<file path="src/rtl/wb_sdram_arbiter_if.sv">
// Bus bundle between the Wishbone masters, the arbiter and the SDRAM controller slave port.
// The master modport is the environment's view; the slave modport is the arbiter's view.
interface wb_sdram_arbiter_if #(
  parameter int NUM_MASTERS   = 2,
  parameter int data_width    = 32,
  parameter int address_width = 26
);
  logic [NUM_MASTERS-1:0]                  m_cyc_i;
  logic [NUM_MASTERS-1:0]                  m_stb_i;
  logic [NUM_MASTERS-1:0]                  m_we_i;
  logic [NUM_MASTERS*address_width-1:0]    m_addr_i;
  logic [NUM_MASTERS*data_width-1:0]       m_dat_i;
  logic [NUM_MASTERS*(data_width/8)-1:0]   m_sel_i;
  logic [NUM_MASTERS*3-1:0]                m_cti_i;
  logic [NUM_MASTERS-1:0]                  m_ack_o;
  logic [NUM_MASTERS-1:0]                  m_err_o;
  logic [data_width-1:0]                   m_dat_o;
  logic                                    s_cyc_o;
  logic                                    s_stb_o;
  logic                                    s_we_o;
  logic [address_width-1:0]                s_addr_o;
  logic [data_width-1:0]                   s_dat_o;
  logic [data_width/8-1:0]                 s_sel_o;
  logic [2:0]                              s_cti_o;
  logic                                    s_ack_i;
  logic [data_width-1:0]                   s_dat_i;

  modport master (
    output m_cyc_i, m_stb_i, m_we_i, m_addr_i, m_dat_i, m_sel_i, m_cti_i, s_ack_i, s_dat_i,
    input  m_ack_o, m_err_o, m_dat_o, s_cyc_o, s_stb_o, s_we_o, s_addr_o, s_dat_o, s_sel_o, s_cti_o
  );

  modport slave (
    input  m_cyc_i, m_stb_i, m_we_i, m_addr_i, m_dat_i, m_sel_i, m_cti_i, s_ack_i, s_dat_i,
    output m_ack_o, m_err_o, m_dat_o, s_cyc_o, s_stb_o, s_we_o, s_addr_o, s_dat_o, s_sel_o, s_cti_o
  );
endinterface

</file>
<file path="src/rtl/wb_sdram_arbiter.sv">
// Round-robin arbiter sharing the SDRAM controller Wishbone slave among NUM_MASTERS masters.
// Optional watchdog with per-master error pulse is enabled by defining WB_ARB_TIMEOUT_EN.
module wb_sdram_arbiter #(
  parameter int NUM_MASTERS   = 2,
  parameter int data_width    = 32,
  parameter int address_width = 26,
  parameter int TIMEOUT       = 255
) (
  input  logic              wb_clk_i,
  input  logic              wb_rst_i,
  wb_sdram_arbiter_if.slave bus
);

  localparam int GW = (NUM_MASTERS > 2) ? 2 : 1;
  localparam int SW = data_width / 8;

  typedef enum logic [0:0] {
    ST_IDLE  = 1'b0,
    ST_GRANT = 1'b1
  } state_t;

  state_t          state_r;
  state_t          state_s;
  logic [GW-1:0]   grant_r;
  logic [GW-1:0]   grant_s;
  logic [GW-1:0]   ptr_r;
  logic [GW-1:0]   ptr_s;
  logic [NUM_MASTERS-1:0] req_s;
  logic            win_found_s;
  logic [GW-1:0]   win_idx_s;
  logic            gnt_cyc_s;
  logic            timeout_s;

  function automatic logic [GW-1:0] next_idx(input logic [GW-1:0] idx);
    if (idx == GW'(NUM_MASTERS - 1)) begin
      return {GW{1'b0}};
    end else begin
      return idx + GW'(1);
    end
  endfunction

  function automatic logic [GW-1:0] rot_idx(input logic [GW-1:0] base, input int offset);
    int sum;
    sum = int'(base) + offset;
    if (sum >= NUM_MASTERS) begin
      sum = sum - NUM_MASTERS;
    end else begin
      sum = sum;
    end
    return GW'(sum);
  endfunction

`ifdef WB_ARB_TIMEOUT_EN
  localparam int WW = $clog2(TIMEOUT + 1);

  logic [WW-1:0]          wd_cnt_r;
  logic [NUM_MASTERS-1:0] blocked_r;
  logic [NUM_MASTERS-1:0] gnt_onehot_s;

  // A timed-out master stays excluded until it releases cyc.
  assign req_s     = bus.m_cyc_i & ~blocked_r;
  assign timeout_s = (state_r == ST_GRANT) && gnt_cyc_s && !bus.s_ack_i &&
                     (wd_cnt_r == WW'(TIMEOUT - 1));

  // One-hot of the current grant for the block mask.
  always_comb begin
    gnt_onehot_s = {NUM_MASTERS{1'b0}};
    for (int i = 0; i < NUM_MASTERS; i++) begin
      if (grant_r == GW'(i)) begin
        gnt_onehot_s[i] = 1'b1;
      end else begin
        gnt_onehot_s[i] = 1'b0;
      end
    end
  end

  // Watchdog counter: counts consecutive ack-less grant cycles.
  always_ff @(posedge wb_clk_i) begin
    if (wb_rst_i) begin
      wd_cnt_r <= {WW{1'b0}};
    end else if ((state_r != ST_GRANT) || bus.s_ack_i || timeout_s) begin
      wd_cnt_r <= {WW{1'b0}};
    end else begin
      wd_cnt_r <= wd_cnt_r + WW'(1);
    end
  end

  // Block mask of masters that timed out and still hold cyc.
  always_ff @(posedge wb_clk_i) begin
    if (wb_rst_i) begin
      blocked_r <= {NUM_MASTERS{1'b0}};
    end else if (timeout_s) begin
      blocked_r <= (blocked_r & bus.m_cyc_i) | gnt_onehot_s;
    end else begin
      blocked_r <= blocked_r & bus.m_cyc_i;
    end
  end
`else
  assign req_s     = bus.m_cyc_i;
  assign timeout_s = 1'b0;
`endif

  // Round-robin scan from the pointer; lowest rotated offset wins.
  always_comb begin
    win_found_s = 1'b0;
    win_idx_s   = {GW{1'b0}};
    for (int k = NUM_MASTERS - 1; k >= 0; k--) begin
      if (req_s[rot_idx(ptr_r, k)]) begin
        win_found_s = 1'b1;
        win_idx_s   = rot_idx(ptr_r, k);
      end else begin
        win_found_s = win_found_s;
      end
    end
  end

  // Cycle request of the currently granted master.
  always_comb begin
    gnt_cyc_s = 1'b0;
    for (int i = 0; i < NUM_MASTERS; i++) begin
      if (grant_r == GW'(i)) begin
        gnt_cyc_s = bus.m_cyc_i[i];
      end else begin
        gnt_cyc_s = gnt_cyc_s;
      end
    end
  end

  // State, grant and pointer registers.
  always_ff @(posedge wb_clk_i) begin
    if (wb_rst_i) begin
      state_r <= ST_IDLE;
      grant_r <= {GW{1'b0}};
      ptr_r   <= {GW{1'b0}};
    end else begin
      state_r <= state_s;
      grant_r <= grant_s;
      ptr_r   <= ptr_s;
    end
  end

  // Next-state logic: grant is locked until the owner drops cyc or times out.
  always_comb begin
    state_s = state_r;
    grant_s = grant_r;
    ptr_s   = ptr_r;
    case (state_r)
      ST_IDLE: begin
        if (win_found_s) begin
          state_s = ST_GRANT;
          grant_s = win_idx_s;
        end else begin
          state_s = ST_IDLE;
        end
      end
      ST_GRANT: begin
        if (!gnt_cyc_s || timeout_s) begin
          state_s = ST_IDLE;
          ptr_s   = next_idx(grant_r);
        end else begin
          state_s = ST_GRANT;
        end
      end
      default: begin
        state_s = ST_IDLE;
      end
    endcase
  end

  // Output mux: granted master's slice to the slave, ack/err back to that master only.
  always_comb begin
    bus.s_cyc_o  = 1'b0;
    bus.s_stb_o  = 1'b0;
    bus.s_we_o   = 1'b0;
    bus.s_addr_o = {address_width{1'b0}};
    bus.s_dat_o  = {data_width{1'b0}};
    bus.s_sel_o  = {SW{1'b0}};
    bus.s_cti_o  = 3'b000;
    bus.m_ack_o  = {NUM_MASTERS{1'b0}};
    bus.m_err_o  = {NUM_MASTERS{1'b0}};
    bus.m_dat_o  = bus.s_dat_i;
    if (state_r == ST_GRANT) begin
      for (int i = 0; i < NUM_MASTERS; i++) begin
        if (grant_r == GW'(i)) begin
          bus.s_cyc_o    = bus.m_cyc_i[i];
          bus.s_stb_o    = bus.m_stb_i[i];
          bus.s_we_o     = bus.m_we_i[i];
          bus.s_addr_o   = bus.m_addr_i[i*address_width +: address_width];
          bus.s_dat_o    = bus.m_dat_i[i*data_width +: data_width];
          bus.s_sel_o    = bus.m_sel_i[i*SW +: SW];
          bus.s_cti_o    = bus.m_cti_i[i*3 +: 3];
          bus.m_ack_o[i] = bus.s_ack_i;
          bus.m_err_o[i] = timeout_s;
        end else begin
          bus.m_ack_o[i] = 1'b0;
          bus.m_err_o[i] = 1'b0;
        end
      end
    end else begin
      bus.m_ack_o = {NUM_MASTERS{1'b0}};
      bus.m_err_o = {NUM_MASTERS{1'b0}};
    end
  end

endmodule

</file>
<file path="src/flat_wrapper.sv">
// flat-port wrapper written by rule: the top's interface ports become plain ports
module wb_sdram_arbiter_flat 
#(
  parameter int NUM_MASTERS   = 2,
  parameter int data_width    = 32,
  parameter int address_width = 26,
  parameter int TIMEOUT       = 255
)
  (wb_clk_i, wb_rst_i, bus_m_cyc_i, bus_m_stb_i, bus_m_we_i, bus_m_addr_i, bus_m_dat_i, bus_m_sel_i, bus_m_cti_i, bus_s_ack_i, bus_s_dat_i, bus_m_ack_o, bus_m_err_o, bus_m_dat_o, bus_s_cyc_o, bus_s_stb_o, bus_s_we_o, bus_s_addr_o, bus_s_dat_o, bus_s_sel_o, bus_s_cti_o);
  wb_sdram_arbiter_if #(.NUM_MASTERS(NUM_MASTERS), .data_width(data_width), .address_width(address_width)) bus_i ();
  input  logic wb_clk_i;
  input  logic wb_rst_i;
  input wire logic [$bits(bus_i.m_cyc_i)-1:0] bus_m_cyc_i;
  input wire logic [$bits(bus_i.m_stb_i)-1:0] bus_m_stb_i;
  input wire logic [$bits(bus_i.m_we_i)-1:0] bus_m_we_i;
  input wire logic [$bits(bus_i.m_addr_i)-1:0] bus_m_addr_i;
  input wire logic [$bits(bus_i.m_dat_i)-1:0] bus_m_dat_i;
  input wire logic [$bits(bus_i.m_sel_i)-1:0] bus_m_sel_i;
  input wire logic [$bits(bus_i.m_cti_i)-1:0] bus_m_cti_i;
  input wire logic [$bits(bus_i.s_ack_i)-1:0] bus_s_ack_i;
  input wire logic [$bits(bus_i.s_dat_i)-1:0] bus_s_dat_i;
  output wire logic [$bits(bus_i.m_ack_o)-1:0] bus_m_ack_o;
  output wire logic [$bits(bus_i.m_err_o)-1:0] bus_m_err_o;
  output wire logic [$bits(bus_i.m_dat_o)-1:0] bus_m_dat_o;
  output wire logic [$bits(bus_i.s_cyc_o)-1:0] bus_s_cyc_o;
  output wire logic [$bits(bus_i.s_stb_o)-1:0] bus_s_stb_o;
  output wire logic [$bits(bus_i.s_we_o)-1:0] bus_s_we_o;
  output wire logic [$bits(bus_i.s_addr_o)-1:0] bus_s_addr_o;
  output wire logic [$bits(bus_i.s_dat_o)-1:0] bus_s_dat_o;
  output wire logic [$bits(bus_i.s_sel_o)-1:0] bus_s_sel_o;
  output wire logic [$bits(bus_i.s_cti_o)-1:0] bus_s_cti_o;
  assign bus_i.m_cyc_i = bus_m_cyc_i;
  assign bus_i.m_stb_i = bus_m_stb_i;
  assign bus_i.m_we_i = bus_m_we_i;
  assign bus_i.m_addr_i = bus_m_addr_i;
  assign bus_i.m_dat_i = bus_m_dat_i;
  assign bus_i.m_sel_i = bus_m_sel_i;
  assign bus_i.m_cti_i = bus_m_cti_i;
  assign bus_i.s_ack_i = bus_s_ack_i;
  assign bus_i.s_dat_i = bus_s_dat_i;
  assign bus_m_ack_o = bus_i.m_ack_o;
  assign bus_m_err_o = bus_i.m_err_o;
  assign bus_m_dat_o = bus_i.m_dat_o;
  assign bus_s_cyc_o = bus_i.s_cyc_o;
  assign bus_s_stb_o = bus_i.s_stb_o;
  assign bus_s_we_o = bus_i.s_we_o;
  assign bus_s_addr_o = bus_i.s_addr_o;
  assign bus_s_dat_o = bus_i.s_dat_o;
  assign bus_s_sel_o = bus_i.s_sel_o;
  assign bus_s_cti_o = bus_i.s_cti_o;
  wb_sdram_arbiter #(.NUM_MASTERS(NUM_MASTERS), .data_width(data_width), .address_width(address_width), .TIMEOUT(TIMEOUT)) u_core (.wb_clk_i(wb_clk_i), .wb_rst_i(wb_rst_i), .bus(bus_i));
endmodule
</file>
<file path="config.mk">
export PLATFORM = sky130hd
export DESIGN_NAME = wb_sdram_arbiter_flat
export DESIGN_NICKNAME = d
export VERILOG_FILES = /design/src/rtl/wb_sdram_arbiter_if.sv /design/src/rtl/wb_sdram_arbiter.sv /design/src/flat_wrapper.sv
export SDC_FILE = /design/constraint.sdc
export NUM_CORES = 1
export LEC_CHECK = 0
export CAP_MARGIN = 30
export CORE_AREA = 2 2 107 109
export CTS_CLUSTER_SIZE = 12
export DETAILED_ROUTE_END_ITERATION = 8
export DIE_AREA = 0 0 109 111
export PLACE_DENSITY = 0.56
export SYNTH_ARGS = -nofsm -noshare
export SYNTH_HDL_FRONTEND = slang
export SYNTH_SLANG_ARGS = --single-unit
</file>
<file path="constraint.sdc">
create_clock -name wb_clk_i -period 2.2 [get_ports wb_clk_i]
set_input_delay 0.55 -clock wb_clk_i [delete_from_list [all_inputs] [get_ports wb_clk_i]]
set_output_delay 0.55 -clock wb_clk_i [all_outputs]
set_load 0.01 [all_outputs]
</file>
==> impl_metrics.tcl, run 1 <==
set metrics [dict create \
    outcome "finished clean" \
    grt_pass1_wl_um 9480 \
    core_mm2 0.01108 \
    synth_area_mm2 0.001460 \
    end_kind "output port" \
    n_antenna_cell 0 \
    drive_above_1_share 0.03723 \
    arrival_ns 1.51 \
    final_max_slew_viol_count 0 \
    setup_viol_count_final 0 \
    placedCellCount 515 \
    whs_ns 0.5289 \
    ant_nets 0 \
    start_util 0.1318 \
    fin_setup_tns_ns 0 \
    die_h_um 111 \
    wl_um 6584 \
    synthMuxAreaShare 0.4662 \
    grt_use_met1 0.09246 \
    nets 548 \
    antenna_found_initial 0 \
    ys_seq_elements 3 \
    grt_pass1_vias 2052 \
    globalRouteTotalUtil 0.09938 \
    hold_violations 0 \
    ys_types 17 \
    clockBufferDepth 2 \
    grt_max_degree 48 \
    r2r-end "u_core.state_r" \
    cp-start-kind "input pin" \
    cts_tree "built" \
    timing.rr.start "u_core.grant_r" \
    stdcell_count 519 \
    cts_made_buffers 3 \
    required_ns 1.65 \
    cts.sinks 3 \
    die-area_mm2 0.01210 \
    place_hpwl_um 5583 \
    fin_skew_ns 0.0002655 \
    fmax_ghz 0.4849 \
    io_buffer_count 208 \
    critPathKind "in -> out" \
    boundaryPins 275 \
    synth-compound-area-share 0.02913 \
    synth-xor-area-share 0 \
    netlist_top_cells_area "mux2i_1 (47%), nor2_1 (18%), buf_4 (17%)" \
    placed_cell_area_mm2 0.003460 \
    min_period_ns 2.062 \
    hold_path.class "reg -> reg" \
    syn_to_final_growth_pct 136.3 \
    cts.clk_slew.worst_paths_ns 0.03 \
    hold_start "u_core.ptr_r" \
    ys_seq_area_frac 0.04113 \
    final_common_cell "clkdlybuf4s50_1" \
    use_met3 0.01705 \
    power_density_mw_per_mm2 294.7 \
    irDropWorstVdd_v 0.0001105 \
    design_area_mm2 0.003451 \
    die_w_um 109 \
    dr.pass1.iters 2 \
    overflow 0 \
    routabilityCongestion 0.7873 \
    avgSynthCellArea_um2 7.193 \
    initialDrtViolationCount 55 \
    yosysWarnings 0 \
    avgViaCountPerCell 3.809 \
    reg2reg_depth 4 \
    cap_violations 0 \
    grt_use_met2 0.1930 \
    cts-root-buf "clkbuf_16" \
    synthDominantCellAreaShare 0.4662 \
    period_share 0.9374 \
    hold-path-cell-count 2 \
    rows 39 \
    cp_max_fo 2 \
    yosysTopAreaCell "mux2i_1" \
    n_fill_cell 1186 \
    yosys.area_share.simple 0.1911 \
    avgRoutedWirePerCell_um 12.69 \
    min_to "u_core.ptr_r" \
    vias 1977 \
    htree_levels 1 \
    power.leakage_nw 1.527 \
    synth_top_family_by_area "multiplexers" \
    clock_latency_ns 0.23 \
    top_usage_layer "met2" \
    final_cell_mix "clkdlybuf4s50_1 (138), nor2_1 (70), dlygate4sd2_1 (70)" \
    drc_errors 0 \
    rsz0062_at_grt "no" \
    synth_cells 203 \
    yosys.area_share.adder 0 \
    postCtsSetupBuffers 0 \
    reg2reg_slack_ns 0.99 \
]
## timing repair
| item | CTS | global route |
|---|---|---|
| endpoints found under the setup margin | 70 | 0 |
| resized for setup | 70 | 0 |
| hold buffers | 0 | 0 |
## cell families after synthesis
| kind of cell | after synthesis |
|---|---|
| and+or+nand+nor | 73 |
| DFF | 3 |
| muxes | 68 |
| AOI/OAI and AO/OA | 7 |
| other | 1 |
| buffers and inverters | 51 |
## registers in the layout, summed over array words and instances (netlist names)
| name | flops |
|---|---|
| u_core.state_r | 1 |
| u_core.grant_r | 1 |
| u_core.ptr_r | 1 |
## Yosys cell counts, drive strengths merged
cell    count
a211oi      1
a21oi       2
and3        1
buf        44
clkbuf      5
conb        1
dfxtp       3
inv         2
mux2i      68
nand2       1
nor2       70
nor2b       1
o211ai      1
o21ai       2
o21bai      1
## layer usage
layer	vias to the layer above	share of wire
met5	-	0
met4	0	0.044
met3	25	0.099
met2	118	0.52
met1	849	0.33
li1	985	-
## cell type report
| cell class | count | area, um2 | share of cell area |
|---|---|---|---|
| Tap cell | 143 | 178.9 | 0.05185 |
| Multi-Input combinational cell | 150 | 1010 | 0.2926 |
| Timing Repair Buffer | 217 | 2112 | 0.6120 |
| Sequential cell | 3 | 63.81 | 0.01849 |
| Clock buffer | 4 | 78.83 | 0.02284 |
| Inverter | 2 | 7.507 | 0.002175 |
## how the worst max path moves through the flow
stage / cells past startpoint / slack, ns / to / from
6_report: 4 / 0.14 / bus_s_cyc_o / bus_m_cyc_i[1]
5_1_grt: 4 / 0.08 / bus_s_cyc_o / bus_m_cyc_i[1]
4_1_cts: 4 / 0.11 / bus_s_dat_o[8] / bus_m_dat_i[8]
3_5_place_dp: 4 / -0.17 / bus_s_dat_o[8] / bus_m_dat_i[8]
3_3_place_gp: 4 / -0.18 / bus_s_dat_o[6] / bus_m_dat_i[6]
2_1_floorplan: 4 / 0.77 / bus_s_cti_o[0] / u_core.state_r
## critical path, stage by stage
cell	delay, ns
clkdlybuf4s50_1	0.42
mux2i_1	0.20
nor2_1	0.05
dlygate4sd2_1	0.29
## per-stage QoR
stage	total power, mW	setup WS (ns)	util
6_report	1.017	0.1378	0.3115
5_1_grt	1.082	0.07907	0.3115
4_1_cts	1.032	0.1082	0.3115
3_5_place_dp	0.7978	-0.1684	0.3123
3_3_place_gp	0.7912	-0.1758	0.3123
2_1_floorplan	0.4047	0.7671	-
## report_power, final
group	switching, mW	total [mW]	internal [mW]
combinational	0.247	0.660	0.413
sequential	0.00592	0.0660	0.0601
clock	0.0521	0.291	0.239
total	0.305	1.02	0.712
No activity file was read; power rests on OpenSTA's default activity.
==> run 2: changes to the inputs <==
- TNS_END_PERCENT: default -> 20
- clock period: 2.2 -> 2.43 ns (I/O delays scaled with it)
==> impl_metrics.tcl, run 2 (synthesis gave the netlist of run 1 again) <==
set metrics [dict create \
    outcome "finished clean" \
    hold_path.class "reg -> reg" \
    drc_errors 0 \
    die_h_um 111 \
    cp_max_fo 1 \
    io_buffer_count 208 \
    design_area_mm2 0.003612 \
    final_cell_mix "clkdlybuf4s50_1 (172), nor2_1 (70), mux2i_1 (67)" \
    fin_skew_ns 0.002349 \
    grt_pass1_vias 1953 \
    routabilityCongestion 0.7718 \
    cts-root-buf "clkbuf_16" \
    cts.clk_slew.worst_paths_ns 0.03 \
    antenna_found_initial 0 \
    layout_setup_ws_ns 0.01821 \
    dr.pass1.iters 4 \
    vias 1990 \
    cp-start-kind "input pin" \
    power.leakage_nw 1.786 \
    avgViaCountPerCell 3.827 \
    initialDrtViolationCount 39 \
    clock_latency_ns 0.22 \
    placedCellCount 516 \
    cts_tree "built" \
    grt_pass1_wl_um 9356 \
    internal_power_mw 0.6847 \
    irDropWorstVdd_v 0.0001664 \
    placed_cell_area_mm2 0.003455 \
    place_ws_ns -0.04944 \
    wl_um 6560 \
    hold_violations 0 \
    stdcell_count 520 \
    period_share 0.9925 \
    required_ns 1.82 \
    min_period_ns 2.412 \
    die_w_um 109 \
    syn_to_final_growth_pct 147.4 \
    die-area_mm2 0.01210 \
    n_antenna_cell 0 \
    clockBufferDepth 2 \
    core_mm2 0.01108 \
    utilization 0.3261 \
    power.switching_fraction 0.2846 \
    cts_made_buffers 3 \
    cts.sinks 3 \
    fmax_ghz 0.4146 \
    drive_above_1_share 0.04244 \
    end_kind "output port" \
    reg2reg_slack_ns 1.19 \
    seqPwrFrac 0.067 \
    boundaryPins 275 \
    pwr-share-clk 0.270 \
    cap_violations 0 \
    reg_top3 "u_core.grant_r (1), u_core.ptr_r (1), u_core.state_r (1)" \
    combPwrFrac 0.663 \
    n_fill_cell 1186 \
    avgRoutedWirePerCell_um 12.62 \
    globalRouteTotalUtil 0.09805 \
    rows 39 \
    p_switching_mw 0.2723 \
    critPathKind "in -> out" \
    final_max_slew_viol_count 0 \
    ant_nets 0 \
    nets 549 \
    arrival_ns 1.80 \
    power_density_mw_per_mm2 264.9 \
    ctsHoldBuffers 0 \
    setup_viol_count_final 0 \
    grt_max_degree 48 \
    place_hpwl_um 5580 \
    htree_levels 1 \
    start_util 0.1318 \
    final_common_cell "clkdlybuf4s50_1" \
    overflow 0 \
]
[run 2: cell types whose count changed in the layout (fill, tap and decap cells not counted), sizes merged]
cell / before / now
buf: 9 / 10
dlygate4sd2: 70 / 4
dlymetal6s2s: 0 / 32
clkdlybuf4s50: 138 / 172
[run 2: stage by stage]
stage                     power [mW]  hold slack, ns   TNS, ns
after floorplan               0.3664          0.4607         0
after global placement        0.7129          0.4838   -0.1237
after detailed placement      0.7193          0.4917   -0.1152
after CTS                     0.9825          0.4976         0
after global routing           1.021          0.5286  -0.01994
final                         0.9570          0.4965         0
[run 2: final cells by class]
type                            instances  area (um2)  share of cell area
Clock buffer                            4       78.83             0.02182
Inverter                                2       7.507            0.002078
Multi-Input combinational cell        150        1013              0.2806
Sequential cell                         3       63.81             0.01767
Tap cell                              143       178.9             0.04953
Timing Repair Buffer                  218        2270              0.6283
[run 2: path summary, 6_finish.rpt]
path | from | to | cells after the start
worst max-delay path | bus_m_dat_i[29] | bus_s_dat_o[29] | 4
worst min-delay path | u_core.ptr_r | u_core.ptr_r | 2
worst max register to register | u_core.grant_r | u_core.state_r | 4
worst min register to register | u_core.ptr_r | u_core.ptr_r | 2
[run 2: layer usage]
layer / share of wire / track usage / up-vias / wire length [um]
met1: 0.35 / 0.09637 / 872 / 2270
met2: 0.52 / 0.1859 / 113 / 3386
li1: - / - / 985 / -
met4: 0.033 / 0.04530 / 0 / 219
met5: 0 / 0 / - / 0
met3: 0.10 / 0.02528 / 20 / 683
[run 2: power groups by stage]
stage	combinational, mW	sequential [mW]	clock (mW)
floorplan	0.308	0.0581	0
global placement	0.648	0.0653	0
detailed placement	0.654	0.0656	0
CTS	0.653	0.0650	0.264
global route	0.680	0.0660	0.275
finish	0.634	0.0646	0.258
[run 2: critical path: stages]
cell	delay [ns]
clkdlybuf4s50_1	0.45
mux2i_1	0.06
nor2_1	0.11
clkdlybuf4s50_1	0.57
[run 2: repair_timing]
action / in CTS / in global routing
setup buffers: 0 / 0
resized for setup: 4 / 33
endpoints found under the setup margin: 4 / 33
pin swaps: 0 / 0
